[src/rtl/alu_mul_ctrl_if.sv]
// CPU-side handshake and shared-ALU bus of the shift-and-add multiply controller.
// The slave modport is the controller's view; the master side is the CPU plus the ALU.
interface alu_mul_ctrl_if;
    logic        start;
    logic [15:0] a;
    logic [15:0] b;
    logic        busy;
    logic        done;
    logic [15:0] product;
    logic [15:0] alu_x;
    logic [15:0] alu_y;
    logic        alu_zx;
    logic        alu_nx;
    logic        alu_zy;
    logic        alu_ny;
    logic        alu_f;
    logic        alu_no;
    logic [15:0] alu_out;

    modport slave (
        input  start, a, b, alu_out,
        output busy, done, product,
               alu_x, alu_y, alu_zx, alu_nx, alu_zy, alu_ny, alu_f, alu_no
    );

    modport master (
        output start, a, b, alu_out,
        input  busy, done, product,
               alu_x, alu_y, alu_zx, alu_nx, alu_zy, alu_ny, alu_f, alu_no
    );
endinterface

[src/rtl/alu_mul_ctrl.sv]
// 16-bit shift-and-add multiplier that borrows the shared Hack-style ALU for every addition.
// Yields the low 16 bits of a*b; it stops as soon as the shifted multiplier reaches zero.
//
//   state | meaning
//   IDLE  | ALU parked on constant zero, waiting for start
//   ADD   | acc + mcand on the ALU; latch into acc if mplr[0], finish if mplr == 0
//   DBL   | mcand + mcand on the ALU; mplr shifts right
//   DONE  | one-cycle done pulse, product valid
module alu_mul_ctrl (
    input  logic          clk_i,
    input  logic          reset_i,
    alu_mul_ctrl_if.slave bus_if
);
    typedef enum logic [1:0] {IDLE, ADD, DBL, DONE} state_t;

    // {zx, nx, zy, ny, f, no}
    localparam logic [5:0] CTRL_ZERO = 6'b101010;
    localparam logic [5:0] CTRL_ADD  = 6'b000010;

    state_t      state_q, state_d;
    logic [15:0] acc_q, acc_d;
    logic [15:0] mcand_q, mcand_d;
    logic [15:0] mplr_q, mplr_d;
    logic [15:0] product_q, product_d;

    logic        busy, done;
    logic [15:0] alu_x, alu_y;
    logic [5:0]  ctrl;

    always_ff @(posedge clk_i) begin
        if (reset_i) begin
            state_q   <= IDLE;
            acc_q     <= '0;
            mcand_q   <= '0;
            mplr_q    <= '0;
            product_q <= '0;
        end else begin
            state_q   <= state_d;
            acc_q     <= acc_d;
            mcand_q   <= mcand_d;
            mplr_q    <= mplr_d;
            product_q <= product_d;
        end
    end

    // ALU-facing outputs depend only on state and registers, never on start.
    always_comb begin
        state_d   = state_q;
        acc_d     = acc_q;
        mcand_d   = mcand_q;
        mplr_d    = mplr_q;
        product_d = product_q;
        busy      = 1'b0;
        done      = 1'b0;
        alu_x     = '0;
        alu_y     = '0;
        ctrl      = CTRL_ZERO;
        case (state_q)
            IDLE: begin
                if (bus_if.start) begin
                    mcand_d = bus_if.a;
                    mplr_d  = bus_if.b;
                    acc_d   = '0;
                    state_d = ADD;
                end
            end
            ADD: begin
                busy  = 1'b1;
                alu_x = acc_q;
                alu_y = mcand_q;
                ctrl  = CTRL_ADD;
                if (mplr_q == '0) begin
                    product_d = acc_q;
                    state_d   = DONE;
                end else begin
                    if (mplr_q[0]) begin
                        acc_d = bus_if.alu_out;
                    end
                    state_d = DBL;
                end
            end
            DBL: begin
                busy    = 1'b1;
                alu_x   = mcand_q;
                alu_y   = mcand_q;
                ctrl    = CTRL_ADD;
                mcand_d = bus_if.alu_out;
                mplr_d  = {1'b0, mplr_q[15:1]};
                state_d = ADD;
            end
            DONE: begin
                busy    = 1'b1;
                done    = 1'b1;
                state_d = IDLE;
            end
            default: state_d = IDLE;
        endcase
    end

    assign bus_if.busy    = busy;
    assign bus_if.done    = done;
    assign bus_if.product = product_q;
    assign bus_if.alu_x   = alu_x;
    assign bus_if.alu_y   = alu_y;
    assign {bus_if.alu_zx, bus_if.alu_nx, bus_if.alu_zy,
            bus_if.alu_ny, bus_if.alu_f,  bus_if.alu_no} = ctrl;
endmodule
[src/flat_wrapper.sv]
// flat-port wrapper written by rule: the top's interface ports become plain ports
module alu_mul_ctrl_flat 
  (clk_i, reset_i, bus_if_start, bus_if_a, bus_if_b, bus_if_alu_out, bus_if_busy, bus_if_done, bus_if_product, bus_if_alu_x, bus_if_alu_y, bus_if_alu_zx, bus_if_alu_nx, bus_if_alu_zy, bus_if_alu_ny, bus_if_alu_f, bus_if_alu_no);
  alu_mul_ctrl_if bus_if_i ();
  input  logic clk_i;
  input  logic reset_i;
  input wire logic [$bits(bus_if_i.start)-1:0] bus_if_start;
  input wire logic [$bits(bus_if_i.a)-1:0] bus_if_a;
  input wire logic [$bits(bus_if_i.b)-1:0] bus_if_b;
  input wire logic [$bits(bus_if_i.alu_out)-1:0] bus_if_alu_out;
  output wire logic [$bits(bus_if_i.busy)-1:0] bus_if_busy;
  output wire logic [$bits(bus_if_i.done)-1:0] bus_if_done;
  output wire logic [$bits(bus_if_i.product)-1:0] bus_if_product;
  output wire logic [$bits(bus_if_i.alu_x)-1:0] bus_if_alu_x;
  output wire logic [$bits(bus_if_i.alu_y)-1:0] bus_if_alu_y;
  output wire logic [$bits(bus_if_i.alu_zx)-1:0] bus_if_alu_zx;
  output wire logic [$bits(bus_if_i.alu_nx)-1:0] bus_if_alu_nx;
  output wire logic [$bits(bus_if_i.alu_zy)-1:0] bus_if_alu_zy;
  output wire logic [$bits(bus_if_i.alu_ny)-1:0] bus_if_alu_ny;
  output wire logic [$bits(bus_if_i.alu_f)-1:0] bus_if_alu_f;
  output wire logic [$bits(bus_if_i.alu_no)-1:0] bus_if_alu_no;
  assign bus_if_i.start = bus_if_start;
  assign bus_if_i.a = bus_if_a;
  assign bus_if_i.b = bus_if_b;
  assign bus_if_i.alu_out = bus_if_alu_out;
  assign bus_if_busy = bus_if_i.busy;
  assign bus_if_done = bus_if_i.done;
  assign bus_if_product = bus_if_i.product;
  assign bus_if_alu_x = bus_if_i.alu_x;
  assign bus_if_alu_y = bus_if_i.alu_y;
  assign bus_if_alu_zx = bus_if_i.alu_zx;
  assign bus_if_alu_nx = bus_if_i.alu_nx;
  assign bus_if_alu_zy = bus_if_i.alu_zy;
  assign bus_if_alu_ny = bus_if_i.alu_ny;
  assign bus_if_alu_f = bus_if_i.alu_f;
  assign bus_if_alu_no = bus_if_i.alu_no;
  alu_mul_ctrl u_core (.clk_i(clk_i), .reset_i(reset_i), .bus_if(bus_if_i));
endmodule
[config.mk]
export PLATFORM = sky130hd
export DESIGN_NAME = alu_mul_ctrl_flat
export DESIGN_NICKNAME = d
export VERILOG_FILES = /design/src/rtl/alu_mul_ctrl_if.sv /design/src/rtl/alu_mul_ctrl.sv /design/src/flat_wrapper.sv
export SDC_FILE = /design/constraint.sdc
export NUM_CORES = 1
export LEC_CHECK = 0
export ABC_AREA = 1
export CELL_PAD_IN_SITES_DETAIL_PLACEMENT = 1
export CELL_PAD_IN_SITES_GLOBAL_PLACEMENT = 1
export CORE_ASPECT_RATIO = 0.6
export CORE_UTILIZATION = 32
export CTS_BUF_LIST = sky130_fd_sc_hd__clkbuf_8 sky130_fd_sc_hd__clkbuf_16
export CTS_CLUSTER_SIZE = 10
export DETAILED_ROUTE_END_ITERATION = 6
export GPL_TIMING_DRIVEN = 0
export PLACE_DENSITY_LB_ADDON = 0.12
export SLEW_MARGIN = 20
export SYNTH_ARGS = -nofsm -noshare
export SYNTH_HDL_FRONTEND = slang
export SYNTH_SLANG_ARGS = --single-unit
[constraint.sdc]
create_clock -name clk_i -period 1.69 [get_ports clk_i]
set_input_delay 0.169 -clock clk_i [delete_from_list [all_inputs] [get_ports clk_i]]
set_output_delay 0.169 -clock clk_i [all_outputs]
set_load 0.01 [all_outputs]
==> insert_results.sql <==
INSERT INTO impl_metrics (metric_group, metric, value, unit) VALUES
('timing', 'maxClockFrequency', '493', 'MHz'),
('critical_path', 'critical_path.startpoint', 'u_core.state_q[0]', ''),
('critical_path', 'total_stage_count_of_the_critical_path', '7', ''),
('grt', 'vias_in_the_first_global_route', '4096', ''),
('synthesis', 'async_flop_share', '0', '%'),
('synthesis', 'synth.ff_latch_count', '66', ''),
('timing', 'rsz_0062_raised_after_global_routing', 'true', ''),
('timing', 'final_min_period_over_clock_period', '120', '%'),
('synthesis', 'synth_flop_cell', 'sky130_fd_sc_hd__dfxtp_1', ''),
('timing', 'final_critical_path_setup_slack', '-339', 'ps'),
('critical_path', 'worst_r2r_startpoint', 'u_core.state_q[0]', ''),
('hold_path', 'hold_path_class', 'in2reg', ''),
('layout', 'nets', '753', ''),
('floorplanning', 'start_util', '33.6', '%'),
('clock_tree', 'ctsLongestPathBuffers', '2', ''),
('critical_path', 'required_time_at_the_worst_slack_endpoint', '1520', 'ps'),
('critical_path', 'worstRegToRegCells', '12', ''),
('timing', 'setup_viol', '99', ''),
('critical_path', 'crit_path_top_delay_cell', 'sky130_fd_sc_hd__dfxtp_4', ''),
('synthesis', 'synth_area_leader_cell', 'sky130_fd_sc_hd__dfxtp_1', ''),
('floorplanning', 'die_width', '135', 'um'),
('clock_tree', 'cts_hold_buffers', '0', ''),
('clock_tree', 'path_clk_slew', '60', 'ps'),
('synthesis', 'synth_area', '0.00339', 'sq mm'),
('route', 'drc', '0', ''),
('layout', 'areaGrowthSynthToFinish', '92.2', '%'),
('synthesis', 'synth-edff-count', '0', ''),
('route', 'detail_route.iter0.violations', '410', ''),
('critical_path', 'critPathBufInv', '5', ''),
('timing', 'finalClockSkew', '11.6', 'ps'),
('timing', 'final_max_slew_viol_count', '0', ''),
('run_status', 'outcome', 'complete, but fails checks', ''),
('layout', 'drive_gt1_share', '35.7', '%'),
('synthesis', 'synth_common_cells', 'sky130_fd_sc_hd__nand2_1, sky130_fd_sc_hd__nor2_1, sky130_fd_sc_hd__dfxtp_1', ''),
('layout', 'antennaDiodeCount', '0', ''),
('route', '1st_pass_router_iterations', '5', ''),
('clock_tree', 'clock_insertion_delay_worst_skew', '360', 'ps'),
('synthesis', 'synth.area.top_cells', 'sky130_fd_sc_hd__dfxtp_1, sky130_fd_sc_hd__nand2_1, sky130_fd_sc_hd__nor2_1, sky130_fd_sc_hd__a21oi_1, sky130_fd_sc_hd__inv_1', ''),
('timing', 'maxSlewHeadroom', '51.5', '%'),
('clock_tree', 'cts.sink_count', '66', ''),
('layout', 'multi_input_comb_area', '0.00249', 'sq mm'),
('floorplanning', 'die_area', '0.0110', 'sq mm'),
('run', 'drv.max_cap_violation_count', '0', ''),
('layout', 'layout.area.seq', '0.00133', 'sq mm'),
('critical_path', 'timing.rr.end', 'u_core.mcand_q[4]', ''),
('timing', 'final-hold-violation-count', '0', ''),
('critical_path', 'critical_path.startpoint_type', 'register', ''),
('placement', 'portbufs', '102', ''),
('placement', 'place.detailed.hpwl', '10100', 'um'),
('timing', 'timing.hold.ws', '424', 'ps'),
('critical_path', 'cp.arrival', '1860', 'ps'),
('critical_path', 'critPathCaptureType', 'output pin', ''),
('timing', 'final_layout_setup_total_negative_slack', '-14710', 'ps'),
('layout', 'layout.filler_cells', '1164', ''),
('route', 'route.vias.total', '4807', ''),
('placement', 'placed_cells', '771', ''),
('synthesis', 'post_synth_num_cell_types', '20', ''),
('placement', 'place.gp.congestion', '0.836', ''),
('critical_path', 'crit_chain', 'inv_4 -> ha_4 -> buf_12 -> clkinv_8 -> buf_6 -> o32ai_4 -> buf_2', ''),
('power', 'ir_worst_vdd', '0.937', 'mV'),
('floorplanning', 'floorplan.rows', '28', ''),
('critical_path', 'regToRegSetupSlack', '-230', 'ps'),
('timing', 'worst_pin_slew', '728', 'ps'),
('grt', 'grt_antenna_before_repair', '0', ''),
('grt', 'grt_pass1_wl', '22300', 'um'),
('run_status', 'failed_checks', 'negative setup slack', ''),
('power', 'total_leakage_power', '2.89', 'nW'),
('route', 'final_antenna_net_count', '0', ''),
('placement', 'dpl_worst_slack', '-923', 'ps'),
('power', 'cellPowerDensity', '1420', 'mW/mm^2'),
('clock_tree', 'cts-root-buf', 'sky130_fd_sc_hd__clkbuf_16', '');
[kinds of logic after synthesis]
family                   Yosys count  synth area share [%]
other                              2                 0.221
flip-flops                        66                  39.0
AO/OA/AOI/OAI                     86                  15.0
AND/OR/NAND/NOR                  288                  32.7
buffers and inverters             84                  10.9
adder cells (fa/ha/maj)            6                  2.21
[layout make-up]
cell class / instances / area share, %
repair buffers: 153 / 24.2
well taps: 135 / 2.59
clock inverters: 5 / 0.806
multi-input cells: 384 / 38.2
clock buffers: 11 / 3.88
plain buffers: 38 / 6.51
flip-flops and latches: 66 / 20.4
inverters: 43 / 3.24
repair inverters: 1 / 0.173
[flip-flops by register name (all words and copies together) (netlist names)]
| register | count |
|---|---|
| u_core.acc_q | 16 |
| u_core.state_q | 2 |
| u_core.mplr_q | 16 |
| u_core.bus_if.product | 16 |
| u_core.mcand_q | 16 |
[timing repair]
action,in CTS,in global routing
gates cloned,2,12
buffers inserted,12,27
resized for setup,220,204
endpoints found under the hold margin,0,0
setup endpoints to repair,98,98
pin swaps,15,24
[per-stage QoR]
stage | instance area (sq um) | util (%) | total power [W]
global placement | 4660 | 46.2 | 0.00444
CTS | 5390 | 53.4 | 0.00712
global route | 6520 | 64.6 | 0.00948
floorplan | 3470 | - | 0.00354
detailed placement | 4660 | 46.2 | 0.00453
finish | 6520 | 64.6 | 0.00926
[how the worst min path moves through the flow]
stage / start / end / slack [ps] / cells past startpoint
after floorplan: reset_i / u_core.mplr_q[15] / 240 / 1
after global placement: u_core.bus_if.product[0] / u_core.bus_if.product[0] / 470 / 2
after detailed placement: u_core.bus_if.product[13] / u_core.bus_if.product[13] / 470 / 2
after CTS: bus_if_b[15] / u_core.mplr_q[15] / 430 / 3
after global routing: reset_i / u_core.mplr_q[15] / 450 / 2
final: reset_i / u_core.mplr_q[15] / 420 / 2
[power breakdown]
| part | internal [W] | total, W | switching (W) |
|---|---|---|---|
| sequential | 0.00188 | 0.00218 | 0.000299 |
| combinational | 0.00215 | 0.00506 | 0.00290 |
| clock | 0.00122 | 0.00203 | 0.000811 |
| total | 0.00525 | 0.00926 | 0.00401 |
[worst reg2reg max path, stage by stage, from the launching register on]
cell                      delay [ps]
sky130_fd_sc_hd__dfxtp_4         360
sky130_fd_sc_hd__inv_4            80
sky130_fd_sc_hd__buf_12          100
sky130_fd_sc_hd__ha_4            190
sky130_fd_sc_hd__inv_6            60
sky130_fd_sc_hd__buf_6           120
sky130_fd_sc_hd__a21oi_4         240
sky130_fd_sc_hd__buf_12          160
sky130_fd_sc_hd__buf_6            90
sky130_fd_sc_hd__buf_6           120
sky130_fd_sc_hd__buf_4           120
sky130_fd_sc_hd__o21ai_2          50
sky130_fd_sc_hd__nor2_2          150
[cells in the final DEF (no fill, tap or decap), types with 5 or more instances in the layout]
master | Yosys | layout
sky130_fd_sc_hd__a21oi_2 | 0 | 11
sky130_fd_sc_hd__nor2_2 | 2 | 6
sky130_fd_sc_hd__a21oi_1 | 35 | 24
sky130_fd_sc_hd__buf_6 | 0 | 27
sky130_fd_sc_hd__nor2_1 | 104 | 70
sky130_fd_sc_hd__buf_2 | 17 | 24
sky130_fd_sc_hd__dfxtp_1 | 66 | 64
sky130_fd_sc_hd__nand2_1 | 164 | 141
sky130_fd_sc_hd__buf_4 | 9 | 30
sky130_fd_sc_hd__nand2_8 | 0 | 6
sky130_fd_sc_hd__o21ai_1 | 5 | 8
sky130_fd_sc_hd__nand2_2 | 0 | 8
sky130_fd_sc_hd__inv_1 | 39 | 26
sky130_fd_sc_hd__o32ai_2 | 0 | 5
sky130_fd_sc_hd__clkdlybuf4s50_1 | 0 | 67
sky130_fd_sc_hd__o21ai_0 | 28 | 23
sky130_fd_sc_hd__nand2_4 | 0 | 9
sky130_fd_sc_hd__buf_12 | 0 | 15
sky130_fd_sc_hd__clkbuf_16 | 0 | 17
sky130_fd_sc_hd__nand3_2 | 0 | 6
sky130_fd_sc_hd__nor2_4 | 0 | 30
sky130_fd_sc_hd__nand3_1 | 18 | 12
sky130_fd_sc_hd__o32ai_4 | 0 | 10
sky130_fd_sc_hd__inv_2 | 3 | 8
[layer usage]
| layer | GRT usage, % | wire length [um] | vias to the layer above |
|---|---|---|---|
| li1 | - | - | 2007 |
| met1 | 36.8 | 8740 | 2408 |
| met2 | 45.2 | 9880 | 313 |
| met3 | 5.43 | 1730 | 79 |
| met4 | 6.29 | 803 | 0 |
| met5 | 0 | 0 | - |
(Power assumes the default switching activity.)
